==> config.mk <==
export PLATFORM = sky130hd
export DESIGN_NAME = vjtag_cmd_engine
export DESIGN_NICKNAME = d
export VERILOG_FILES = /design/src/rtl/vjtag_cmd_engine.sv
export SDC_FILE = /design/constraint.sdc
export NUM_CORES = 1
export LEC_CHECK = 0
export BUFFER_PORTS_ARGS = -buffer_cell sky130_fd_sc_hd__buf_4
export CELL_PAD_IN_SITES_DETAIL_PLACEMENT = 0
export CELL_PAD_IN_SITES_GLOBAL_PLACEMENT = 1
export CORE_UTILIZATION = 46
export DETAILED_ROUTE_END_ITERATION = 10
export GPL_TIMING_DRIVEN = 0
export PLACE_DENSITY = 0.9
export SYNTH_ARGS = -nofsm -noshare
export SYNTH_HDL_FRONTEND = slang
export SYNTH_SLANG_ARGS = --single-unit
==> constraint.sdc <==
create_clock -name tck -period 5.45 [get_ports tck]
set_input_delay 0 -clock tck [delete_from_list [all_inputs] [get_ports tck]]
set_output_delay 0 -clock tck [all_outputs]
set_load 0.01 [all_outputs]
==> src/rtl/vjtag_cmd_engine.sv <==
// Virtual-JTAG user data registers: IDCODE, command write, status read,
// reset request and bypass, all clocked by tck.
module vjtag_cmd_engine #(
  parameter int          DATA_W     = 32,
  parameter logic [31:0] IDCODE     = 32'h5A5A_0001,
  parameter int          RST_CYCLES = 8
) (
  input  logic              tck,
  input  logic              reset_n,
  input  logic              tdi,
  output logic              tdo,
  input  logic [4:0]        ir_in,
  output logic [4:0]        ir_out,
  input  logic              virtual_state_cdr,
  input  logic              virtual_state_sdr,
  input  logic              virtual_state_e1dr,
  input  logic              virtual_state_pdr,
  input  logic              virtual_state_e2dr,
  input  logic              virtual_state_udr,
  input  logic              virtual_state_cir,
  input  logic              virtual_state_uir,
  input  logic [DATA_W-1:0] status_in,
  output logic [DATA_W-1:0] cmd_data,
  output logic              cmd_valid,
  output logic [15:0]       cmd_count,
  output logic              rst_req
);

  localparam logic [4:0] IR_IDCODE = 5'h01;
  localparam logic [4:0] IR_WRITE  = 5'h02;
  localparam logic [4:0] IR_STATUS = 5'h03;
  localparam logic [4:0] IR_RESET  = 5'h04;

  localparam logic [DATA_W-1:0] ID_VAL = DATA_W'(IDCODE);
  localparam logic [7:0]        RELOAD = 8'(RST_CYCLES - 1);

  typedef enum logic {
    R_IDLE,
    R_PULSE
  } rst_st_e;

  logic [DATA_W-1:0] dr;
  logic              byp;
  rst_st_e           state_q, state_d;
  logic [7:0]        ctr_q, ctr_d;

  logic is_id, is_wr, is_st, is_rs, is_byp;
  logic start;

  // Idle TAP states leave every register untouched.
  logic unused_ok;
  assign unused_ok = virtual_state_e1dr ^ virtual_state_pdr
                   ^ virtual_state_e2dr ^ virtual_state_uir;

  assign is_id  = (ir_in == IR_IDCODE);
  assign is_wr  = (ir_in == IR_WRITE);
  assign is_st  = (ir_in == IR_STATUS);
  assign is_rs  = (ir_in == IR_RESET);
  assign is_byp = !(is_id || is_wr || is_st || is_rs);

  assign tdo     = is_byp ? byp : dr[0];
  assign rst_req = (state_q == R_PULSE);
  assign start   = virtual_state_udr && is_rs && dr[0];

  always_ff @(posedge tck or negedge reset_n) begin
    if (!reset_n) begin
      dr  <= '0;
      byp <= 1'b0;
    end else if (virtual_state_cdr) begin
      unique case (1'b1)
        is_id:  dr  <= ID_VAL;
        is_st:  dr  <= status_in;
        is_wr:  dr  <= cmd_data;
        is_rs:  dr  <= {{(DATA_W-1){1'b0}}, rst_req};
        is_byp: byp <= 1'b0;
      endcase
    end else if (virtual_state_sdr) begin
      if (is_byp)
        byp <= tdi;
      else
        dr <= {tdi, dr[DATA_W-1:1]};
    end
  end

  always_ff @(posedge tck or negedge reset_n) begin
    if (!reset_n) begin
      cmd_data  <= '0;
      cmd_valid <= 1'b0;
      cmd_count <= '0;
    end else begin
      cmd_valid <= virtual_state_udr && is_wr;
      if (virtual_state_udr && is_wr) begin
        cmd_data <= dr;
        if (cmd_count != 16'hFFFF)
          cmd_count <= cmd_count + 16'd1;
      end
    end
  end

  always_ff @(posedge tck or negedge reset_n) begin
    if (!reset_n)
      ir_out <= '0;
    else if (virtual_state_cir)
      ir_out <= {rst_req, cmd_count[3:0]};
  end

  always_ff @(posedge tck or negedge reset_n) begin
    if (!reset_n) begin
      state_q <= R_IDLE;
      ctr_q   <= '0;
    end else begin
      state_q <= state_d;
      ctr_q   <= ctr_d;
    end
  end

  // A fresh start while pulsing reloads the counter, stretching the pulse.
  always_comb begin
    state_d = state_q;
    ctr_d   = ctr_q;
    unique case (state_q)
      R_IDLE: begin
        if (start) begin
          state_d = R_PULSE;
          ctr_d   = RELOAD;
        end
      end
      R_PULSE: begin
        if (start)
          ctr_d = RELOAD;
        else if (ctr_q == 8'd0)
          state_d = R_IDLE;
        else
          ctr_d = ctr_q - 8'd1;
      end
      default: state_d = R_IDLE;
    endcase
  end

endmodule

==> reports/qor.yml, run 1 <==
sta:
  setup_viol: 0
  rsz0062_at_grt: "false"
  maxSlewHeadroom: 0.1755
  min_period_ns: 2.158
  slew_viol_final: 0
  tns_ns: 0
  fmax_mhz: 463.4
  hold_violations: 0
  fin_crit_sh: 0.3960
  tightest_slew_ns: 1.237
  fin_worst_skew_ns: 0.01665
cts:
  cts.reportedPaths.clkPinSlew_ns: 0.09
  clk_latency_ns: 0.35
  cts.htree.levels: 3
  clock_sinks: 96
  cts-root-buf: "clkbuf_8"
  cts_buffers: 9
  ctsLongestPathBuffers: 2
  cts_tree: "done"
die:
  top_level_ports: 104
  die-area_mm2: 0.01067
  fp.coreArea_mm2: 0.009864
  die-width_um: 103.3
  chipHeight_um: 103.3
  fp-row-count: 36
  start_util: 0.4787
min_path:
  hp-class: "in2reg"
  hold_end: "byp"
  holdCritStartpoint: "virtual_state_cdr"
  whs_path_depth: 3
logic_synthesis:
  yosys_warnings: 0
  avgSynthCellArea_um2: 11.11
  yosysSeqAreaShare: 0.5087
  yosys-top-cells-count: "dfrtp_1 (96), mux2_2 (71), a21oi_1 (34)"
  yosysTopAreaCell: "dfrtp_1"
  ys_seq_elements: 96
  yosysMostFrequentCell: "dfrtp_1"
  yosys.area.top_type_share: 0.5087
  synth_ff_type: "dfrtp_1"
  synthCells: 425
  synth_fp_nets: 476
  synth_edf_count: 0
  synthArstFlopShare: 1.000
  ys_types: 40
  synthTopCellsByArea: "dfrtp_1 (51%), mux2_2 (17%), a21oi_1 (3.6%)"
  syn_area_mm2: 0.004722
placement:
  dp.final_hpwl_mm: 7.741
  post-place-cells: 656
  globalplace.congestion: 0.8265
  numPortBuffers: 98
  placed_area_mm2: 0.005624
final_layout:
  fillers: 861
  instances_no_fill: 676
  syn_to_final_growth_pct: 24.30
  drive_gt1_frac: 0.3573
  final_core_util: 0.5950
  diodes: 0
  nets: 589
  stdcell_area_mm2: 0.005869
global_route:
  antenna_found_initial: 0
  grt.total_usage: 0.2213
  grt_pass1_wl_mm: 18.00
  grt_pass1_vias: 3643
  grt_max_degree: 97
  gr-total-overflow: 0
detailed_routing:
  drt-total-wl_mm: 11.04
  drtIter0Drc: 190
  first_pass_iters: 4
  vias: 3750
  viasPerCell: 5.547
  wire_per_inst_um: 16.33
  remaining_drc_errors: 0
  ant_nets: 0
setup_path:
  cp-end-kind: "flop"
  cp_num_cells: 7
  worstPathArrival_ns: 2.40
  crit_slowest_cell: "nor4b_1"
  crit_chain: "dlygate4sd3_1, buf_4, nor4b_1, nand2_1, buf_2, buf_1, mux2_2"
  critPathMaxStageDelay_ns: 0.57
  rr_endpoint: "ctr_q[0]"
  critPathTopFamily: "buffers and inverters"
  required_ns: 5.69
  r2r-start: "ctr_q[5]"
  path_max_fanout: 10
  worst-path-buf-inv: 4
  crit_type: "in2reg"
  start_kind: "input pin"
  regToRegSetupSlack_ns: 3.51
  r2r_cells: 4
status:
  status: "finished clean"
pwr:
  power.density_mw_per_mm2: 361.0
  total_power_mw: 2.119
  peakVddDrop_mv: 0.2023
  p_leak_nw: 2.702
job:
  cap_viol_max_count: 0
[worst min-delay path: cells and delay by family]
family | cells | cell delay [ns]
AO/OA/AOI/OAI | 1 | 0.13
buffers and inverters | 2 | 0.21
[sequential cells by signal (all words and copies together) (netlist names)]
| signal | flops |
|---|---|
| byp | 1 |
| cmd_count | 16 |
| cmd_data | 32 |
| cmd_valid | 1 |
| ctr_q | 8 |
| dr | 32 |
| ir_out | 5 |
| rst_req | 1 |
[placed cells by master (no fill, tap or decap), drive strengths merged, types with 14 or more instances in the layout]
cell | Yosys | layout
dfrtp | 96 | 96
o21ai | 14 | 14
clkbuf | 13 | 24
nand2 | 16 | 16
a31oi | 23 | 23
a21oi | 34 | 34
buf | 10 | 108
xor2 | 16 | 16
nor2b | 26 | 26
mux2 | 71 | 71
nor2 | 33 | 33
[worst max-delay path by stage]
stage | startpoint | endpoint
6_report | ir_in[4] | cmd_data[2]
5_1_grt | ir_in[4] | cmd_data[29]
4_1_cts | ir_in[4] | cmd_data[29]
3_5_place_dp | ir_in[0] | cmd_data[23]
3_3_place_gp | ir_in[0] | cmd_data[31]
2_1_floorplan | ctr_q[5] | ctr_q[0]
[per-layer routing]
metal,part of all wire,global-route usage
met4,0.0088,0.07151
met3,0.046,0.03293
met2,0.47,0.3533
met1,0.47,0.3118
met5,0,0
[cell families (layout without fill, tap and decap cells)]
group | Yosys count | in the layout | share of synthesized area
buf+inv | 28 | 146 | 0.02411
flops | 96 | 96 | 0.5087
xor+xnor | 18 | 18 | 0.03339
mux | 72 | 72 | 0.1714
simple gates | 116 | 116 | 0.1306
compound gates | 92 | 92 | 0.1237
fa+ha+maj | 3 | 3 | 0.007950
[power by group]
group          total, mW  switching (mW)  leakage (nW)  internal [mW]
clock network      0.483           0.254         0.100          0.229
registers           1.05           0.155          1.20          0.890
logic              0.590           0.255          1.40          0.335
total               2.12           0.665          2.70           1.45
[per-stage QoR]
stage | hold slack [ns] | setup WS, ns
after floorplan | -0.2956 | 3.737
after detailed placement | 0.3035 | 3.462
final | 0.02366 | 3.292
after global placement | 0.2958 | 3.469
after CTS | 0.003315 | 3.314
after global routing | 0.002397 | 3.152
[area by class of cell]
cell class              count  area (um^2)  share of cell area
clock inverters             5        63.81             0.01087
plain buffers              23        95.09             0.01620
well taps                 133        166.4             0.02835
inverters                   5        18.77            0.003198
multi-input cells         301         2206              0.3758
clock buffers              11        141.4             0.02409
flip-flops and latches     96         2402              0.4093
repair buffers            102        775.7              0.1322
[what timing repair did]
item | 4_1_cts | 5_1_grt
gates resized for setup | 0 | 0
buffers inserted | 0 | 0
endpoints found under the hold margin | 103 | 0
hold buffers | 4 | 0
Note: power is estimated with default switching activity, not from simulation.
==> run 2, diff against run 1 <==
ABC_AREA = 1   (was default)
CORE_UTILIZATION = 40   (was 46)
PLACE_DENSITY = 0.85   (was 0.9)
clock period = 2.23 ns   (was 5.45 ns; I/O delays follow)
==> reports/qor.yml, run 2 <==
status:
  status: "finished clean"
logic_synthesis:
  yosysSeqAreaShare: 0.4612  # -0.04754
  ys_seq_elements: 96  # unchanged
  yosysMostFrequentCell: "nand2_1"
  yosys.area.top_type_share: 0.4612  # -0.04754
  synth_fp_nets: 769  # +62%
  avgSynthCellArea_um2: 7.255  # -35%
  synth_edf_count: 0  # unchanged
  synthCells: 718  # +69%
  synth_ff_type: "dfrtp_1"
  yosysTopAreaCell: "dfrtp_1"
  synthArstFlopShare: 1.000  # unchanged
  syn_area_mm2: 0.005209  # +10%
  yosys_warnings: 0  # unchanged
  synthTopCellsByArea: "dfrtp_1 (46%), nand2_1 (20%), o21ai_0 (7.5%)"
  yosys-top-cells-count: "nand2_1 (273), dfrtp_1 (96), o21ai_0 (78)"
  ys_types: 29  # -28%
final_layout:
  layout_commonest_cell: "nand2_1"
  drive_gt1_frac: 0.1899  # -0.1674
  syn_to_final_growth_pct: 24.38  # about the same
  instances_no_fill: 1004  # +49%
  diodes: 0  # unchanged
  nets: 879  # +49%
  final_cell_mix: "nand2_1 (273), buf_4 (102), dfrtp_1 (96)"
  multiInputGateArea_mm2: 0.002331  # +5.7%
  fillers: 1254  # +46%
  seqCellArea_mm2: 0.002402  # unchanged
  largestRegisters: "cmd_data (32), dr (32), cmd_count (16)"
  stdcell_area_mm2: 0.006479  # +10%
cts:
  cts_buffers: 9  # unchanged
  clock_sinks: 96  # unchanged
  cts_tree: "done"
  cts_resized: 0  # unchanged
  clk_latency_ns: 0.35  # about the same
  hold_buffers: 2  # -2
  cts.reportedPaths.clkPinSlew_ns: 0.07  # -0.02 ns
  postCtsSetupBuffers: 0  # unchanged
  cts.htree.levels: 3  # unchanged
  ctsLongestPathBuffers: 2  # unchanged
  cts-root-buf: "clkbuf_16"
sta:
  slew_viol_final: 0  # unchanged
  maxSlewHeadroom: 0.3913  # +0.2157
  rsz0062_at_grt: "false"
  fin_worst_skew_ns: 0.005763  # -0.01089 ns
  tns_ns: 0  # unchanged
  min_period_ns: 1.735
  fmax_mhz: 576.4
  hold_violations: 0  # unchanged
  tightest_slew_ns: 0.9131  # -0.3236 ns
  setup_viol: 0  # unchanged
  fin_crit_sh: 0.7780
min_path:
  hp-class: "in2reg"
  holdCritStartpoint: "virtual_state_cir"
  whs_path_depth: 3  # unchanged
  hold_end: "ir_out[3]"
pwr:
  internal_power_mw: 3.696  # +150%
  power.density_mw_per_mm2: 837.3  # +130%
  power.switching_mw: 1.729  # +160%
  swShare: 0.3187  # +0.004896
  power_frac_comb: 0.254  # -0.025
  pwr-share-clk: 0.304  # +0.076
  seqPwrFrac: 0.443  # -0.051
  p_leak_nw: 3.370  # +25%
  peakVddDrop_mv: 0.3363  # +66%
setup_path:
  path_common_cell: "nand2_1"
  critPathMaxStageDelay_ns: 0.44  # -0.13 ns
  crit_chain: "ha_1, nand2_1, nor2_4, nand2_2, nor2_1, nor2_2, buf_2, o21ai_1, nand2_1"
  path_max_fanout: 10  # unchanged
  rr_endpoint: "cmd_count[13]"
  start_kind: "flop"
  required_ns: 2.47  # -3.22 ns
  crit_slowest_cell: "dfrtp_1"
  worst-path-buf-inv: 1  # -3
  worstPathArrival_ns: 1.97  # -0.43 ns
  critPathTopFamily: "simple AND/OR/NAND/NOR gates"
  regToRegSetupSlack_ns: 0.50  # -3.01 ns
  crit_type: "reg2reg"
  cp-end-kind: "flop"
  r2r-start: "cmd_count[0]"
  r2r_cells: 9  # +5
placement:
  globalplace.congestion: 0.8353  # +1.1%
  post-place-cells: 987  # +50%
  numPortBuffers: 97  # -1.0%
  placed_area_mm2: 0.006152  # +9.4%
  dp.final_hpwl_mm: 9.721  # +26%
global_route:
  grt_pass1_vias: 4526  # +24%
  gr-total-overflow: 0  # unchanged
  grt.total_usage: 0.2171  # -0.004134
  antenna_found_initial: 0  # unchanged
  grt_max_degree: 97  # unchanged
  grt_pass1_wl_mm: 22.45  # +25%
die:
  die-area_mm2: 0.01348  # +26%
  chipHeight_um: 116.1  # +12%
  top_level_ports: 104  # unchanged
  fp-row-count: 41  # +14%
  fp.coreArea_mm2: 0.01267  # +28%
  die-width_um: 116.1  # +12%
  start_util: 0.4111  # -0.06761
detailed_routing:
  ant_nets: 0  # unchanged
  drt-total-wl_mm: 13.85  # +25%
  vias: 4917  # +31%
  first_pass_iters: 5  # +1
  wire_per_inst_um: 13.79  # -16%
  remaining_drc_errors: 0  # unchanged
  viasPerCell: 4.897  # -12%
  drtIter0Drc: 319  # +68%
job:
  cap_viol_max_count: 0  # unchanged
-- run 2: cell count changes after synthesis, moves of 14 or more --
cell     delta
nand2_1   +257
a31oi_1    -23
nand4_1    +19
mux2_2     -69
inv_1      +72
nand3_1    +21
o21ai_0    +69
nor2_1     +14
nor2b_1    -26
a21oi_1    -29
-- run 2: worst reg2reg max path, cell delays in order (launching register included) --
cell,delay (ns)
dfrtp_1,0.44
ha_1,0.22
nand2_1,0.14
nor2_4,0.19
nand2_2,0.11
nor2_1,0.13
nor2_2,0.05
buf_2,0.18
o21ai_1,0.10
nand2_1,0.06
-- run 2: final cells by class --
type | instances | share of cell area
Tap cell | 172 | 0.03322
Timing Repair Buffer | 99 | 0.1161
Clock buffer | 11 | 0.03592
Sequential cell | 96 | 0.3708
Multi-Input combinational cell | 508 | 0.3598
Inverter | 81 | 0.04693
Buffer | 33 | 0.02646
Clock inverter | 4 | 0.01081
-- run 2: how the worst max path moves through the flow --
stage / cells after the start / slack (ns) / to / from
CTS: 9 / 0.49 / cmd_count[13] / cmd_count[0]
detailed placement: 9 / 0.50 / cmd_count[13] / cmd_count[0]
global placement: 9 / 0.52 / cmd_count[13] / cmd_count[0]
global route: 9 / 0.35 / cmd_count[13] / cmd_count[0]
floorplan: 9 / 0.68 / cmd_count[13] / cmd_count[0]
finish: 9 / 0.50 / cmd_count[13] / cmd_count[0]
-- run 2: power by group through the flow --
stage / clock network [mW] / logic [mW] / registers, mW
2_1_floorplan: 0 / 0.700 / 2.46
3_3_place_gp: 0 / 1.35 / 2.42
3_5_place_dp: 0 / 1.38 / 2.43
4_1_cts: 1.67 / 1.39 / 2.40
5_1_grt: 1.73 / 1.57 / 2.45
6_report: 1.65 / 1.38 / 2.40
-- run 2: metal layers --
| layer | wire length, um | GRT usage | vias to the layer above |
|---|---|---|---|
| li1 | - | - | 2473 |
| met1 | 6372 | 0.2980 | 2312 |
| met2 | 6649 | 0.3492 | 116 |
| met3 | 602 | 0.03373 | 16 |
| met4 | 221 | 0.07778 | 0 |
| met5 | 0 | 0 | - |
-- run 2: kinds of logic after synthesis --
group | Yosys count | synth area share
and+or+nand+nor | 391 | 0.3185
DFF | 96 | 0.4612
xor gates and xnor gates | 10 | 0.01681
muxes | 2 | 0.004323
AOI/OAI and AO/OA | 102 | 0.1006
buffers and inverters | 114 | 0.09128
adders and majority gates | 3 | 0.007207
-- run 2: stage by stage --
stage | setup WS, ns | hold WS (ns) | utilization | total power, mW
detailed placement | 0.5031 | 0.3525 | 0.4855 | 3.812
CTS | 0.4894 | 0.01901 | 0.5110 | 5.465
global placement | 0.5207 | 0.3337 | 0.4855 | 3.768
finish | 0.4951 | 0.03582 | 0.5113 | 5.425
global route | 0.3471 | 0.05666 | 0.5113 | 5.751
floorplan | 0.6814 | -0.2956 | - | 3.157
